File: config.mk
export PLATFORM = sky130hd
export DESIGN_NAME = tl_sensor_conditioner
export DESIGN_NICKNAME = d
export VERILOG_FILES = /design/src/rtl/tl_sensor_conditioner.sv
export SDC_FILE = /design/constraint.sdc
export NUM_CORES = 1
export LEC_CHECK = 0
export CAP_MARGIN = 30
export CORE_ASPECT_RATIO = 1.25
export CORE_MARGIN = 8
export CORE_UTILIZATION = 40
export DETAILED_ROUTE_END_ITERATION = 10
export GPL_ROUTABILITY_DRIVEN = 0
export REMOVE_ABC_BUFFERS = 1
export SLEW_MARGIN = 20
export SYNTH_ARGS = -nofsm -noshare
export SYNTH_HDL_FRONTEND = slang
export SYNTH_SLANG_ARGS = --single-unit
File: constraint.sdc
create_clock -name clk -period 3.1 [get_ports clk]
set_clock_uncertainty 0.05 [all_clocks]
set_input_delay 0.465 -clock clk [delete_from_list [all_inputs] [get_ports clk]]
set_output_delay 0.465 -clock clk [all_outputs]
set_load 0.01 [all_outputs]
File: src/rtl/tl_sensor_conditioner.sv
// tl_sensor_conditioner: input front end for the trafficlight controller.
// Synchronizes and debounces the raw E/W loop and emergency inputs, queues
// E/W arrivals in a saturating counter, and turns each accepted emergency
// request into a single-cycle pulse followed by a lockout window.
// Optional build macro: TL_EMGCY_QUEUE_EN adds a 1-deep pending flag so that
// a request arriving during the pulse/lockout is served when lockout ends.
`timescale 1ns/1ps
module tl_sensor_conditioner #(
    parameter int DEBOUNCE_CYCLES = 4,
    parameter int CNT_W           = 4,
    parameter int EMGCY_LOCKOUT   = 16
) (
    input  logic             clk,
    input  logic             reset_n,
    input  logic             ew_loop_raw,
    input  logic             emgcy_raw,
    input  logic             ew_clear,
    output logic             ew_sensor,
    output logic             emgcy_sensor,
    output logic [CNT_W-1:0] ew_count,
    output logic             emgcy_lockout
);

    localparam int DB_W  = (DEBOUNCE_CYCLES > 1) ? $clog2(DEBOUNCE_CYCLES) : 1;
    localparam int TMR_W = $clog2(EMGCY_LOCKOUT + 1);

    localparam logic [DB_W-1:0]  DB_LAST   = DB_W'(DEBOUNCE_CYCLES - 1);
    localparam logic [TMR_W-1:0] TMR_LOAD  = TMR_W'(EMGCY_LOCKOUT);
    localparam logic [TMR_W-1:0] TMR_LAST  = TMR_W'(1);
    localparam logic [CNT_W-1:0] CNT_MAX   = '1;

    // Index 0 carries the E/W loop, index 1 the emergency request.
    localparam int EW = 0;
    localparam int EM = 1;

    typedef enum logic [1:0] {
        ST_IDLE,
        ST_PULSE,
        ST_LOCK
    } emg_state_t;

    logic [1:0]      sync1;
    logic [1:0]      sync2;
    logic [1:0]      stable;
    logic [1:0]      stable_prev;
    logic [1:0]      rise;
    logic [DB_W-1:0] db_cnt [2];

    emg_state_t      state_q, state_d;
    logic [TMR_W-1:0] timer_q, timer_d;
`ifdef TL_EMGCY_QUEUE_EN
    logic            pending_q, pending_d;
`endif

    // Two-flop synchronizer per raw input, nothing combinational in front.
    // NOTE: sequential state uses non-blocking assignments so every flop
    // samples pre-edge values regardless of statement order.
    always_ff @(posedge clk or negedge reset_n) begin
        if (!reset_n) begin
            sync1 <= '0;
            sync2 <= '0;
        end else begin
            sync1 <= {emgcy_raw, ew_loop_raw};
            sync2 <= sync1;
        end
    end

    // Debounce: flip the stable level after DEBOUNCE_CYCLES consecutive
    // disagreeing samples; any agreeing sample restarts the count.
    always_ff @(posedge clk or negedge reset_n) begin
        if (!reset_n) begin
            stable      <= '0;
            stable_prev <= '0;
            for (int i = 0; i < 2; i++) db_cnt[i] <= '0;
        end else begin
            stable_prev <= stable;
            for (int i = 0; i < 2; i++) begin
                if (sync2[i] == stable[i]) begin
                    db_cnt[i] <= '0;
                end else if (db_cnt[i] == DB_LAST) begin
                    stable[i] <= ~stable[i];
                    db_cnt[i] <= '0;
                end else begin
                    db_cnt[i] <= db_cnt[i] + 1'b1;
                end
            end
        end
    end

    assign rise = stable & ~stable_prev;

    // Vehicle queue and registered demand flag; clear wins, then the
    // coincident arrival is counted on top of it.
    always_ff @(posedge clk or negedge reset_n) begin
        if (!reset_n) begin
            ew_count  <= '0;
            ew_sensor <= 1'b0;
        end else begin
            ew_sensor <= (ew_count != '0) | stable[EW];
            if (ew_clear) begin
                ew_count <= CNT_W'(rise[EW]);
            end else if (rise[EW] && (ew_count != CNT_MAX)) begin
                ew_count <= ew_count + 1'b1;
            end
        end
    end

    // Emergency FSM state, lockout timer and optional pending flag.
    always_ff @(posedge clk or negedge reset_n) begin
        if (!reset_n) begin
            state_q   <= ST_IDLE;
            timer_q   <= '0;
`ifdef TL_EMGCY_QUEUE_EN
            pending_q <= 1'b0;
`endif
        end else begin
            state_q   <= state_d;
            timer_q   <= timer_d;
`ifdef TL_EMGCY_QUEUE_EN
            pending_q <= pending_d;
`endif
        end
    end

    // Emergency FSM next state: requests are accepted from IDLE only.
    // NOTE: every signal gets its hold value first so no path can infer a latch.
    always_comb begin
        state_d   = state_q;
        timer_d   = timer_q;
`ifdef TL_EMGCY_QUEUE_EN
        pending_d = pending_q;
`endif
        case (state_q)
            ST_IDLE: begin
                if (rise[EM]) state_d = ST_PULSE;
            end
            ST_PULSE: begin
                state_d = ST_LOCK;
                timer_d = TMR_LOAD;
`ifdef TL_EMGCY_QUEUE_EN
                if (rise[EM]) pending_d = 1'b1;
`endif
            end
            ST_LOCK: begin
                if (timer_q == TMR_LAST) begin
                    timer_d = '0;
`ifdef TL_EMGCY_QUEUE_EN
                    if (pending_q || rise[EM]) begin
                        state_d   = ST_PULSE;
                        pending_d = 1'b0;
                    end else begin
                        state_d = ST_IDLE;
                    end
`else
                    state_d = ST_IDLE;
`endif
                end else begin
                    timer_d = timer_q - 1'b1;
`ifdef TL_EMGCY_QUEUE_EN
                    if (rise[EM]) pending_d = 1'b1;
`endif
                end
            end
            default: begin
                state_d = ST_IDLE;
                timer_d = '0;
            end
        endcase
    end

    assign emgcy_sensor  = (state_q == ST_PULSE);
    assign emgcy_lockout = (state_q == ST_LOCK);

endmodule

Word-level counts from Yosys, hierarchy flattened
Cells that the tools add are included.
{"block": "word_totals", "word_cells": 50, "output_inout_bits": 7, "register_bits": 24, "in_bits": 5}
{"block": "op_classes", "n_bitwise": 7, "add_sub_neg": 4, "n_eq_ne": 10, "n_reduce_logical": 7, "mux": 11}
{"cell": "$pmux W5 S3", "count": 1}
{"cell": "$mux W2", "count": 6}
{"cell": "$mux W4", "count": 2}
{"cell": "$eq A2 B2 Y1 const B", "count": 3}
{"cell": "$pmux W2 S3", "count": 1}
{"cell": "$reduce_and A2 Y1", "count": 3}
{"cell": "$eq A5 B1 Y1 const B", "count": 1}
{"cell": "$mux W5", "count": 1}
{"cell": "$sub A5 B1 Y5 const B", "count": 1}
{"cell": "$add A2 B1 Y2 const B", "count": 2}
{"cell": "$add A4 B1 Y4 const B", "count": 1}
{"cell": "$ne A4 B4 Y1 const B", "count": 1}
{"cell": "$not A1 Y1", "count": 4}
{"cell": "$reduce_bool A4 Y1", "count": 1}
{"cell": "$and A2 B2 Y2", "count": 1}
{"cell": "$eq A1 B1 Y1", "count": 2}
{"cell": "$eq A2 B1 Y1 const B", "count": 1}
{"cell": "$logic_not A2 Y1", "count": 1}
{"cell": "$ne A2 B1 Y1 const B", "count": 1}
{"cell": "$ne A2 B2 Y1 const B", "count": 1}
{"cell": "$not A2 Y2", "count": 1}
{"cell": "$reduce_bool A2 Y1", "count": 1}
{"cell": "$logic_and A1 B1 Y1", "count": 1}
{"cell": "$or A1 B1 Y1", "count": 1}

Logic depth before layout (Yosys ltp)
{"block": "depth", "word_depth": 5, "depth_mapped": 5, "ltp_nobuf": 5}

Least setup slack after synthesis
Ideal clock, no wire load.
{"block": "synth_path", "path_kind": "reg-to-reg", "from": "register timer_q[1]", "to": "register state_q[0]", "path_stages_with_launch": 6, "slack_ns": 1.350, "t_arrival_ns": 1.575, "setup_ns": 0.125, "required_ns": 2.925, "synth_period_minus_slack_ns": 1.750, "cell_sequence": "dfrtp_1 -> inv_1 -> ha_1 -> or4b_4 -> a22oi_4 -> mux2_4"}
{"block": "synth_between", "elab_chain_cells": 3}
{"element": "start: declaration", "line": "50", "rtl": "logic [TMR_W-1:0] timer_q, timer_d;"}
{"element": "start signal: assignment", "line": "118", "rtl": "timer_q <= timer_d;"}
{"element": "$eq A5 B1 Y1", "line": "145", "rtl": "if (timer_q == TMR_LAST) begin"}
{"element": "$ne A2 B1 Y1 (no line)"}
{"element": "$reduce_and A2 Y1 (no line)"}
{"element": "end signal: assignment", "line": "117", "rtl": "state_q <= state_d;"}
{"element": "end: declaration", "line": "49", "rtl": "emg_state_t state_q, state_d;"}
No other way between the ends.
A chain may end at the register's enable or synchronous reset.

Worst setup path in the final report
{"block": "layout_path", "from": "register state_q[0]", "to": "output port emgcy_lockout"}
{"block": "layout_between", "elab_chain_cells": 1}
{"element": "$eq A2 B2 Y1", "line": "172", "rtl": "assign emgcy_lockout = (state_q == ST_LOCK);"}
{"element": "end: declaration", "line": "21", "rtl": "output logic emgcy_lockout"}
No other way between the ends.

==> flow_metrics.py <==
metrics = {
    "synth": {
        "async_flop_share_pct": 100,
        "ys_warn_count": 0,
        "synth_largest_area_cell": "dfrtp_1",
        "syn-instance-count": 94,
        "synth_compound_area_share_pct": 12.5,
        "syn-cell-area_mm2": 0.00114,
        "yosys.area_share.adder_pct": 11.0,
        "post-synth-top-area-fraction_pct": 52.7,
        "synthTopCellsByArea": "dfrtp_1 53%, ha_1 11%, inv_1 3.6%",
        "synthSimpleGateAreaFrac_pct": 13.7,
        "avgSynthCellArea_um2": 12.1,
        "synth-edff-count": 0,
        "synth_mux_area_share_pct": 4.61,
        "ys_ff_latch": 24,
        "synth-main-ff-cell": "dfrtp_1",
        "seq_area_frac_synth_pct": 52.7,
        "synth_cell_types": 35,
        "yosys.area_share.xor_xnor_pct": 1.54,
        "synth_top_family_by_area": "simple AND/OR/NAND/NOR gates",
    },
    "worst_hold_path": {
        "hold_class": "reg -> reg",
        "hp-start": "sync1[0]",
    },
    "route": {
        "dr.pass1.iters": 4,
        "wl_per_cell_um": 12.6,
        "first_iter_violations": 28,
        "wl_met2_um": 893,
        "num_vias": 720,
        "drc": 0,
        "viasPerCell": 5.07,
        "m1WireLength_um": 804,
        "antenna_left": 0,
        "wirelength_mm": 1.79,
        "wl_met3_um": 71,
        "dr.max_layer_used": "met4",
    },
    "power_and_ir_drop": {
        "p_leak_nw": 0.600,
        "ir_drop_mv": 0.522,
        "finalPower_mw": 1.22,
        "powerDensity_mw_per_mm2": 925,
    },
    "sta": {
        "slew_violations": 0,
        "worst_pin_slew_ns": 0.400,
        "timing_hold_violations_final": 0,
        "grt_setup_unrepaired": "false",
        "setup_tns_ns": 0,
        "max_freq_ghz": 0.434,
        "finalCriticalPeriod_ns": 2.30,
        "post-route-period-util_pct": 74.3,
        "setup_viol": 0,
        "relSlewSlack_pct": 73.3,
    },
    "finish": {
        "drive_above_1_share_pct": 12.0,
        "layout_commonest_cell": "dfrtp_1",
        "final_cell_mix": "24 x dfrtp_1, 11 x inv_1, 11 x clkdlybuf4s50_1",
        "antenna_cells": 0,
        "fill_cells": 237,
        "fin_nets": 125,
        "area_delta_synth_final_pct": 15.7,
    },
    "floorplan": {
        "std_cell_rows": 21,
        "start_util_pct": 42.1,
        "ioPinCount": 12,
        "dieArea_mm2": 0.00482,
        "die_x_um": 63.7,
        "die_h_um": 75.7,
        "fp.coreArea_mm2": 0.00271,
    },
    "worst_setup_path": {
        "cp_max_fo": 8,
        "critPathLaunch": "state_q[0]",
        "worstReg2RegStart": "timer_q[1]",
        "required_ns": 2.58,
        "crit_arrival_ns": 1.79,
        "setup.worst_path.start_class": "register",
        "crit_type": "reg -> out",
        "worstSetupEndpointType": "output pin",
    },
    "clock_network": {
        "clock_latency_ns": 0.30,
        "htree_num_levels": 1,
        "cts_resized": 0,
        "ctsHoldBuffers": 0,
        "max-clock-path-buffers": 2,
        "cts_tree": "yes",
        "cts_buffers": 3,
        "cts-root-buf": "clkbuf_4",
        "cts.reportedPaths.clkPinSlew_ns": 0.12,
        "clock_sinks": 24,
        "cts_setup_buffers": 0,
    },
    "status": {
        "status": "complete, no violations",
    },
    "global_route": {
        "grt_pass1_wl_mm": 3.42,
        "grt_max_degree": 25,
        "antenna_found_initial": 0,
        "grt_pass1_vias": 775,
        "grt_usage_pct": 8.86,
        "grt.overflow.total": 0,
    },
    "placed_design": {
        "hpwl_mm": 1.36,
        "io_buffers": 11,
    },
    "flow_run": {
        "cap_viol_max_count": 0,
    },
}
-- cells in the mapped netlist, drive strengths merged (2+ instances only) --
| library cell | number |
|---|---|
| o211ai | 2 |
| nor2 | 3 |
| inv | 11 |
| dfrtp | 24 |
| o311ai | 3 |
| nor2b | 2 |
| nand2 | 3 |
| ha | 10 |
| o41ai | 3 |
| or4b | 2 |
| o21ai | 3 |
| nand2b | 2 |
| nand3 | 2 |
| or3 | 2 |
| mux2 | 4 |
-- routing by layer --
metal	global-route usage, %	vias to the layer above
met3	2.79	2
met2	14.2	8
met5	0	-
met1	10.6	344
met4	4.47	0
li1	-	366
-- critical path, cell delays in order (launching register included) --
cell and delay (ns):
dfrtp_1 0.42, inv_1 0.11, ha_1 0.35, clkdlybuf4s50_1 0.60
-- path summary, 6_finish.rpt --
check | slack (ns) | cells after the start | to
setup reg to reg | 1.26 | 5 | state_q[0]
setup / recovery | 0.80 | 3 | emgcy_lockout
hold / removal | 0.32 | 0 | sync2[0]
max in group asynchronous | 2.31 | 2 | db_cnt[2]
min in group asynchronous | 0.45 | 2 | timer_q[4]
hold reg to reg | 0.32 | 0 | sync2[0]
-- state kept, by name, indices dropped and copies added, names as in the netlist --
register,count
stable,2
state_q,2
stable_prev,2
timer_q,5
ew_sensor,1
sync2,2
sync1,2
db_cnt,4
ew_count,4
-- metrics by stage --
step / utilization (%) / std cells / worst slack [ns] / hold WS [ns] / area (um2)
after floorplan: - / 93 / 1.35 / 0.119 / 1140
after global placement: 47.9 / 139 / 1.18 / 0.284 / 1300
after detailed placement: 47.9 / 139 / 1.13 / 0.293 / 1300
after CTS: 48.7 / 142 / 0.771 / 0.321 / 1320
after global routing: 48.7 / 142 / 0.701 / 0.332 / 1320
final: 48.7 / 142 / 0.798 / 0.317 / 1320
-- logic make-up (layout without fill, tap and decap cells) --
| group | count (synthesis) | count (layout) |
|---|---|---|
| adder cells (fa/ha/maj) | 10 | 10 |
| buffers and inverters | 12 | 26 |
| AO/OA/AOI/OAI | 17 | 17 |
| multiplexers | 4 | 4 |
| AND/OR/NAND/NOR | 25 | 25 |
| XOR/XNOR | 2 | 2 |
| flip-flops | 24 | 24 |
-- layout make-up --
class / count / area [um2] / area share, %
Tap cell: 34 / 42.5 / 3.23
Sequential cell: 24 / 601 / 45.5
Timing Repair Buffer: 12 / 118 / 8.92
Clock buffer: 3 / 22.5 / 1.71
Inverter: 11 / 41.3 / 3.13
Multi-Input combinational cell: 58 / 494 / 37.5
-- power breakdown --
group          total [mW]  switching [mW]  internal (mW)
registers           0.510          0.0878          0.422
clock network       0.129          0.0839         0.0453
logic               0.581           0.273          0.308
total                1.22           0.444          0.776
(Power assumes the default switching activity.)
